`src/rtl/fanout_pkg.sv`:
```
// Shared types and helpers for the fanout handshake: per-branch configuration and the
// ready-aggregation reduction used by both the fork and the ready aggregator.
package fanout_pkg;

  localparam int unsigned FANOUT_NUM_BRANCH_DEFAULT = 7;
  localparam int unsigned FANOUT_WIDTH_DEFAULT      = 17;
  localparam int unsigned FANOUT_MAX_BRANCH         = 32;

  typedef struct packed {
    logic en;
    logic sel;
  } fanout_cfg_t;

  // Callers zero-pad unused lanes; act=0 makes a lane's term 1, so padding never blocks.
  function automatic logic fanout_done(input logic [FANOUT_MAX_BRANCH-1:0] act,
                                       input logic [FANOUT_MAX_BRANCH-1:0] sent,
                                       input logic [FANOUT_MAX_BRANCH-1:0] ready);
    return &(~act | sent | ready);
  endfunction

endpackage

```
`src/rtl/fanout_branch_tracker.sv`:
```
// One downstream branch of the eager fork: remembers whether this branch already took
// the current token and presents its valid and its contribution to the retire reduction.
module fanout_branch_tracker
  import fanout_pkg::*;
(
  input  logic        clk,
  input  logic        reset,
  input  fanout_cfg_t i_cfg,
  input  logic        i_full,
  input  logic        i_retire,
  input  logic        i_ready,
  output logic        o_valid,
  output logic        o_term
);

  logic r_sent;
  logic w_act;

  assign w_act   = i_cfg.en & i_cfg.sel;
  assign o_valid = ~reset & i_full & w_act & ~r_sent;
  assign o_term  = fanout_done({{(FANOUT_MAX_BRANCH-1){1'b0}}, w_act},
                               {{(FANOUT_MAX_BRANCH-1){1'b0}}, r_sent},
                               {{(FANOUT_MAX_BRANCH-1){1'b0}}, i_ready});

  always_ff @(posedge clk) begin
    if (reset) begin
      r_sent <= 1'b0;
    end else if (i_retire) begin
      r_sent <= 1'b0;
    end else if (o_valid & i_ready) begin
      r_sent <= 1'b1;
    end
  end

endmodule

```
`src/rtl/fanout_eager_fork.sv`:
```
// Eager fork: registers one upstream token and broadcasts it to every enabled and selected
// branch, retiring it once all participating branches have accepted it.
module fanout_eager_fork
  import fanout_pkg::*;
#(
  parameter int unsigned NUM_BRANCH = FANOUT_NUM_BRANCH_DEFAULT,
  parameter int unsigned WIDTH      = FANOUT_WIDTH_DEFAULT,
  parameter int unsigned CNT_WIDTH  = 16
) (
  input  logic                  clk,
  input  logic                  reset,
  input  logic [WIDTH-1:0]      data_in,
  input  logic                  valid_in,
  output logic                  ready_out,
  input  logic [NUM_BRANCH-1:0] cfg_en,
  input  logic [NUM_BRANCH-1:0] cfg_sel,
  output logic [WIDTH-1:0]      data_out,
  output logic [NUM_BRANCH-1:0] valid_out,
  input  logic [NUM_BRANCH-1:0] ready_in,
  output logic [CNT_WIDTH-1:0]  stat_tokens
);

  logic                  r_full;
  logic [WIDTH-1:0]      r_data;
  logic [CNT_WIDTH-1:0]  r_cnt;

  logic [NUM_BRANCH-1:0] w_term;
  logic                  w_done;
  logic                  w_retire;
  logic                  w_accept;

  for (genvar gi = 0; gi < NUM_BRANCH; gi++) begin : g_branch
    fanout_cfg_t w_cfg;
    assign w_cfg = '{en: cfg_en[gi], sel: cfg_sel[gi]};

    fanout_branch_tracker u_tracker (
      .clk      (clk),
      .reset    (reset),
      .i_cfg    (w_cfg),
      .i_full   (r_full),
      .i_retire (w_retire),
      .i_ready  (ready_in[gi]),
      .o_valid  (valid_out[gi]),
      .o_term   (w_term[gi])
    );
  end

  assign w_done   = &w_term;
  assign w_retire = r_full & w_done;
  // Outputs are forced quiet while reset is high, even before the first reset edge.
  assign ready_out   = ~reset & (~r_full | w_done);
  assign w_accept    = valid_in & ready_out;
  assign data_out    = reset ? '0 : r_data;
  assign stat_tokens = reset ? '0 : r_cnt;

  always_ff @(posedge clk) begin
    if (reset) begin
      r_full <= 1'b0;
      r_data <= '0;
      r_cnt  <= '0;
    end else begin
      if (w_accept) begin
        r_data <= data_in;
        r_full <= 1'b1;
      end else if (w_retire) begin
        r_full <= 1'b0;
      end
      if (w_retire) begin
        r_cnt <= r_cnt + {{(CNT_WIDTH-1){1'b0}}, 1'b1};
      end
    end
  end

endmodule
```
`config.mk`:
```
export PLATFORM = sky130hd
export DESIGN_NAME = fanout_eager_fork
export DESIGN_NICKNAME = d
export VERILOG_FILES = /design/src/rtl/fanout_pkg.sv /design/src/rtl/fanout_branch_tracker.sv /design/src/rtl/fanout_eager_fork.sv
export SDC_FILE = /design/constraint.sdc
export NUM_CORES = 1
export LEC_CHECK = 0
export CAP_MARGIN = 10
export CORE_MARGIN = 4
export CORE_UTILIZATION = 30
export DETAILED_ROUTE_END_ITERATION = 7
export DONT_BUFFER_PORTS = 1
export GPL_ROUTABILITY_DRIVEN = 0
export PLACE_DENSITY = 0.42
export SETUP_SLACK_MARGIN = 0.2
export SYNTH_ARGS = -nofsm -noshare
export SYNTH_HDL_FRONTEND = slang
export SYNTH_SLANG_ARGS = --single-unit
```
`constraint.sdc`:
```
create_clock -name clk -period 1.6 [get_ports clk]
set_input_delay 0.16 -clock clk [delete_from_list [all_inputs] [get_ports clk]]
set_output_delay 0.16 -clock clk [all_outputs]
set_load 0.01 [all_outputs]
```
### After elaboration in Yosys (flattened, before gate mapping)

Index checks and enable logic that the tools add are counted.
Widths: inputs -> output; s select.

* bits in registers: 41
* bits in latches: 0
* bits in writable memories: 0
* memory bits (read-only): 0
* memories kept: 0

* add/sub/neg operators: 1
* multipliers: 0
* divide/modulo/power cells: 0
* order comparisons: 0
* eq/ne operators: 0
* shift-type cells: 0
* mux-type cells: 4
* bitwise operators: 63
* reductions and logical operators: 3

Operator list (number)
* $or 32x1->32: 14
* $not 1->32: 7
* $reduce_and 224->1: 1
* $and 1x1->1: 32
* $mux 17: 1
* $add 16x1->16 const B: 1
* $mux 16: 1
* $not 1->1: 9
* $mux 1: 2
* $reduce_bool 2->1: 1
* $reduce_or 2->1: 1
* $or 1x1->1: 1

### Depth between registers and ports, before layout

* depth in word-level cells: 9
* depth in mapped cells: 6
* gate-level depth less buffers: 5

### Modules after synthesis

Synthesis repeated with hierarchy kept, for this count alone.

* cells, all modules: 205
* area total of the unflattened synthesis: 1963.1 um2

Modules (own cells, without submodules)
* fanout_eager_fork: times used 1, cells an instance 163, area each 1551.5 um2, seq. area each 680.7 um2
* fanout_branch_tracker: times used 7, cells an instance 6, area each 58.8 um2, seq. area each 20.0 um2

### Worst setup path after synthesis

Ideal clock, no wire load.

* path kind: register -> register
* start: register g_branch[2].u_tracker.r_sent
* end: register r_data[10]
* data arrival time: 1.609 ns
* required time: 1.477 ns
* path slack: -0.132 ns
* stages on the path, launching flop included: 7
* buffers on the path: 1
* cells stage by stage: dfxtp_1 > nand3b_1 > o32a_1 > a41oi_2 > nor3b_4 > buf_6 > mux2_1

* longest elaborated chain between the ends: 6

Ends and longest elaborated chain
* start, declared: RTL line fanout_branch_tracker.sv:16 `logic r_sent;`
* start signal, assigned: RTL line fanout_branch_tracker.sv:27 `r_sent <= 1'b0;`
* start signal, assigned: RTL line fanout_branch_tracker.sv:29 `r_sent <= 1'b0;`
* start signal, assigned: RTL line fanout_branch_tracker.sv:31 `r_sent <= 1'b1;`
* $or 32x1->32 (2 in series): RTL line fanout_pkg.sv:18 `return &(~act | sent | ready);`
* $reduce_and 224->1: RTL line fanout_eager_fork.sv:48 `assign w_done = &w_term;`
* $or 1x1->1: RTL line fanout_eager_fork.sv:51 `assign ready_out = ~reset & (~r_full | w_done);`
* $and 1x1->1: RTL line fanout_eager_fork.sv:51
* $and 1x1->1: RTL line fanout_eager_fork.sv:52 `assign w_accept = valid_in & ready_out;`
* end signal, assigned: RTL line fanout_eager_fork.sv:63 `r_data <= data_in;`
* end, declared: RTL line fanout_eager_fork.sv:24 `logic [WIDTH-1:0] r_data;`

Every way passes these cells.
A chain may end at the register's enable or synchronous reset.

### Final worst setup path

* start: register g_branch[5].u_tracker.r_sent
* end: register r_data[15]

* longest elaborated chain between the ends: 6

Ends and longest elaborated chain (RTL line)
* start, declared: fanout_branch_tracker.sv:16
* start signal, assigned: fanout_branch_tracker.sv:27
* start signal, assigned: fanout_branch_tracker.sv:29
* start signal, assigned: fanout_branch_tracker.sv:31
* $or 32x1->32 (2 in series): fanout_pkg.sv:18
* $reduce_and 224->1: fanout_eager_fork.sv:48
* $or 1x1->1: fanout_eager_fork.sv:51
* $and 1x1->1: fanout_eager_fork.sv:51
* $and 1x1->1: fanout_eager_fork.sv:52

Every way passes these cells.

==> impl_metrics.csv <==
group,metric,value,unit
global_route,grt_pass1_wl,7.038,mm
route,drt-initial-drc-count,36,
synthesis,synth_area_per_cell,8.985,um2
finish,areaGrowthSynthToFinish,34.34,%
timing,rsz0062_at_grt,"true",
synthesis,synth_top_area_share,0.4134,
synthesis,ys_warn_count,0,
worst_setup_path,arrival,1.86,ns
power_and_ir_drop,power_density,824.3,mW/mm2
job,maxCapViolCount,0,
timing,whs,-0.0004402,ns
synthesis,synthTopCellsByArea,"dfxtp_1, nor2b_1, mux2_2, mux2_1, nor2_1",
placement,dp_slack,-0.1149,ns
route,drc,0,
finish,drive_above_1_share,0.2745,
finish,nNetsFinal,296,
floorplan,rows,29,
floorplan,dieWidth,89.36,um
worst_setup_path,start_kind,"flop",
worst_setup_path,crit_required,1.80,ns
placement,dpl.hpwl,3.233,mm
route,postRouteAntennaNets,0,
synthesis,ys_seq_area_frac,0.4134,
global_route,grt_max_degree,55,
route,vias,1626,
synthesis,syn_nets,263,
global_route,grt_pass1_vias,1531,
timing,setup-violations-final,26,
synthesis,synth_seq_cells,41,
timing,worstMarginPinSlew,0.4961,ns
clock_tree,clockBufferDepth,2,
floorplan,die_h,89.36,um
timing,finalWorstSetupSlack,-0.06349,ns
finish,layout_commonest_cell,"dfxtp_1",
floorplan,dieArea,0.007984,mm2
floorplan,io_pins,82,
worst_setup_path,setup.worst_path.end_class,"flop",
synthesis,post_synth_num_cell_types,35,
floorplan,coreArea,0.006386,mm2
power_and_ir_drop,power,0.002199,W
timing,timing.fmax,601.1,MHz
synthesis,synth_ff_type,"dfxtp_1",
power_and_ir_drop,peakVddDrop,0.0003201,V
synthesis,synth_edf_count,0,
worst_setup_path,worst-path-max-fanout,17,
clock_tree,ctsHtreeMaxLevel,2,
synthesis,postSynth.asyncResetShare,0,
status,violations,"hold timing, setup timing",
route,avgViaCountPerCell,4.898,
timing,max_slew_margin,0.6682,
min_path,hold_path.class,"input port to flop",
route,routed_wl,4.773,mm
finish,layout_common_cells,"dfxtp_1, nor2b_1, nor2_1",
synthesis,syn_inst,221,
synthesis,syn-cell-area,0.001986,mm2
timing,finalSetupTns,-1.210,ns
clock_tree,tritoncts,"built",
global_route,gr-total-overflow,0,
timing,finalCritPeriodShare,1.040,
timing,hold_viol,1,
placement,portBuffers,0,
finish,fin_util,0.4177,
clock_tree,clkLatencyLatePin,0.30,ns
clock_tree,path_clk_slew,0.09,ns
worst_setup_path,worstSetupPathType,"flop to flop",
clock_tree,clock-root-buffer,"clkbuf_8",
status,status,"complete, but fails checks",
route,wire_per_inst,14.38,um
route,firstDrtPassIters,5,
floorplan,initial_utilization,0.3109,
finish,diodes,0,
clock_tree,numCtsBuffers,5,
global_route,globalRouteTotalUtil,0.1156,
global_route,antenna_found_initial,0,
synthesis,synth_top_area_cell,"dfxtp_1",
clock_tree,cts.sinks,41,
power_and_ir_drop,p_leak,1.011,nW
timing,fin_worst_skew,0.01148,ns
timing,period_minus_slack,1.663,ns
timing,drv_slew,0,
## layer usage
| layer | part of all wire | global-route usage | wire length [um] |
|---|---|---|---|
| met1 | 0.42 | 0.1258 | 2023 |
| met2 | 0.48 | 0.2043 | 2273 |
| met3 | 0.087 | 0.04424 | 414 |
| met4 | 0.013 | 0.04060 | 62 |
| met5 | 0 | 0 | 0 |
## report_power, final
part / switching [W] / internal [W]
Clock: 0.000389 / 0.000467
Combinational: 0.000116 / 0.000153
Sequential: 0.0000114 / 0.00106
## metrics by stage
| stage | cell area, um2 | instances |
|---|---|---|
| floorplan | 2059 | 221 |
| global placement | 2205 | 298 |
| detailed placement | 2205 | 298 |
| CTS | 2575 | 327 |
| global route | 2668 | 332 |
| finish | 2668 | 332 |
## critical path: stages, from the launching register on
cell and delay (ns):
dfxtp_2 0.33, nand3b_1 0.12, o22a_1 0.19, a41oi_2 0.17, nor3b_4 0.24, buf_12 0.18
mux2_2 0.34
## synthesized netlist by cell type, types with 2 or more instances
master    instances
dfxtp_1          41
nor2b_1          30
nor2_1           28
a21oi_1          14
mux2_2           13
nor3_1           11
mux2_1           10
nand2_1           8
buf_4             7
clkbuf_1          6
nand4_1           6
inv_1             5
nand3_1           5
o21ai_0           4
or3_1             4
nand3b_1          3
o31ai_1           3
or4_1             3
buf_2             2
nand2b_1          2
nor4bb_1          2
## path summary, 6_finish.rpt
path	start	to	slack, ns	cells after the start
setup / recovery	g_branch[5].u_tracker.r_sent	r_data[15]	-0.06	6
setup reg to reg	g_branch[5].u_tracker.r_sent	r_data[15]	-0.06	6
hold reg to reg	g_branch[0].u_tracker.r_sent	g_branch[0].u_tracker.r_sent	0.46	2
hold / removal	valid_in	r_full	-0.0004	2
## cells by family (layout without fill, tap and decap cells)
kind of cell	Yosys count	in the layout	synth area share
flip-flops	41	41	0.4134
XOR/XNOR	1	1	0.004412
AND/OR/NAND/NOR	107	107	0.2993
AO/OA/AOI/OAI	26	26	0.08318
adder cells (fa/ha/maj)	1	1	0.006300
buffers and inverters	21	55	0.05797
multiplexers	24	24	0.1355
## cell type report
class	count	area (um2)
fillers	640	3719
multi-input cells	159	1186
flip-flops and latches	41	830.8
repair buffers	42	420.4
well taps	77	96.34
clock buffers	5	68.82
clock inverters	3	46.29
inverters	5	18.77
## flip-flops by register name, indices dropped and copies added (netlist names)
signal / cells
r_cnt: 16
r_data: 17
g_branch.u_tracker.r_sent: 7
r_full: 1
## what timing repair did
| item | in CTS | in global routing |
|---|---|---|
| hold buffers | 20 | 1 |
| resized for setup | 14 | 12 |
| pin swaps | 2 | 4 |
| endpoints found under the hold margin | 30 | 10 |
| buffers inserted | 1 | 4 |
| endpoints found under the setup margin | 45 | 44 |
Power figures use the tool's default switching activity.
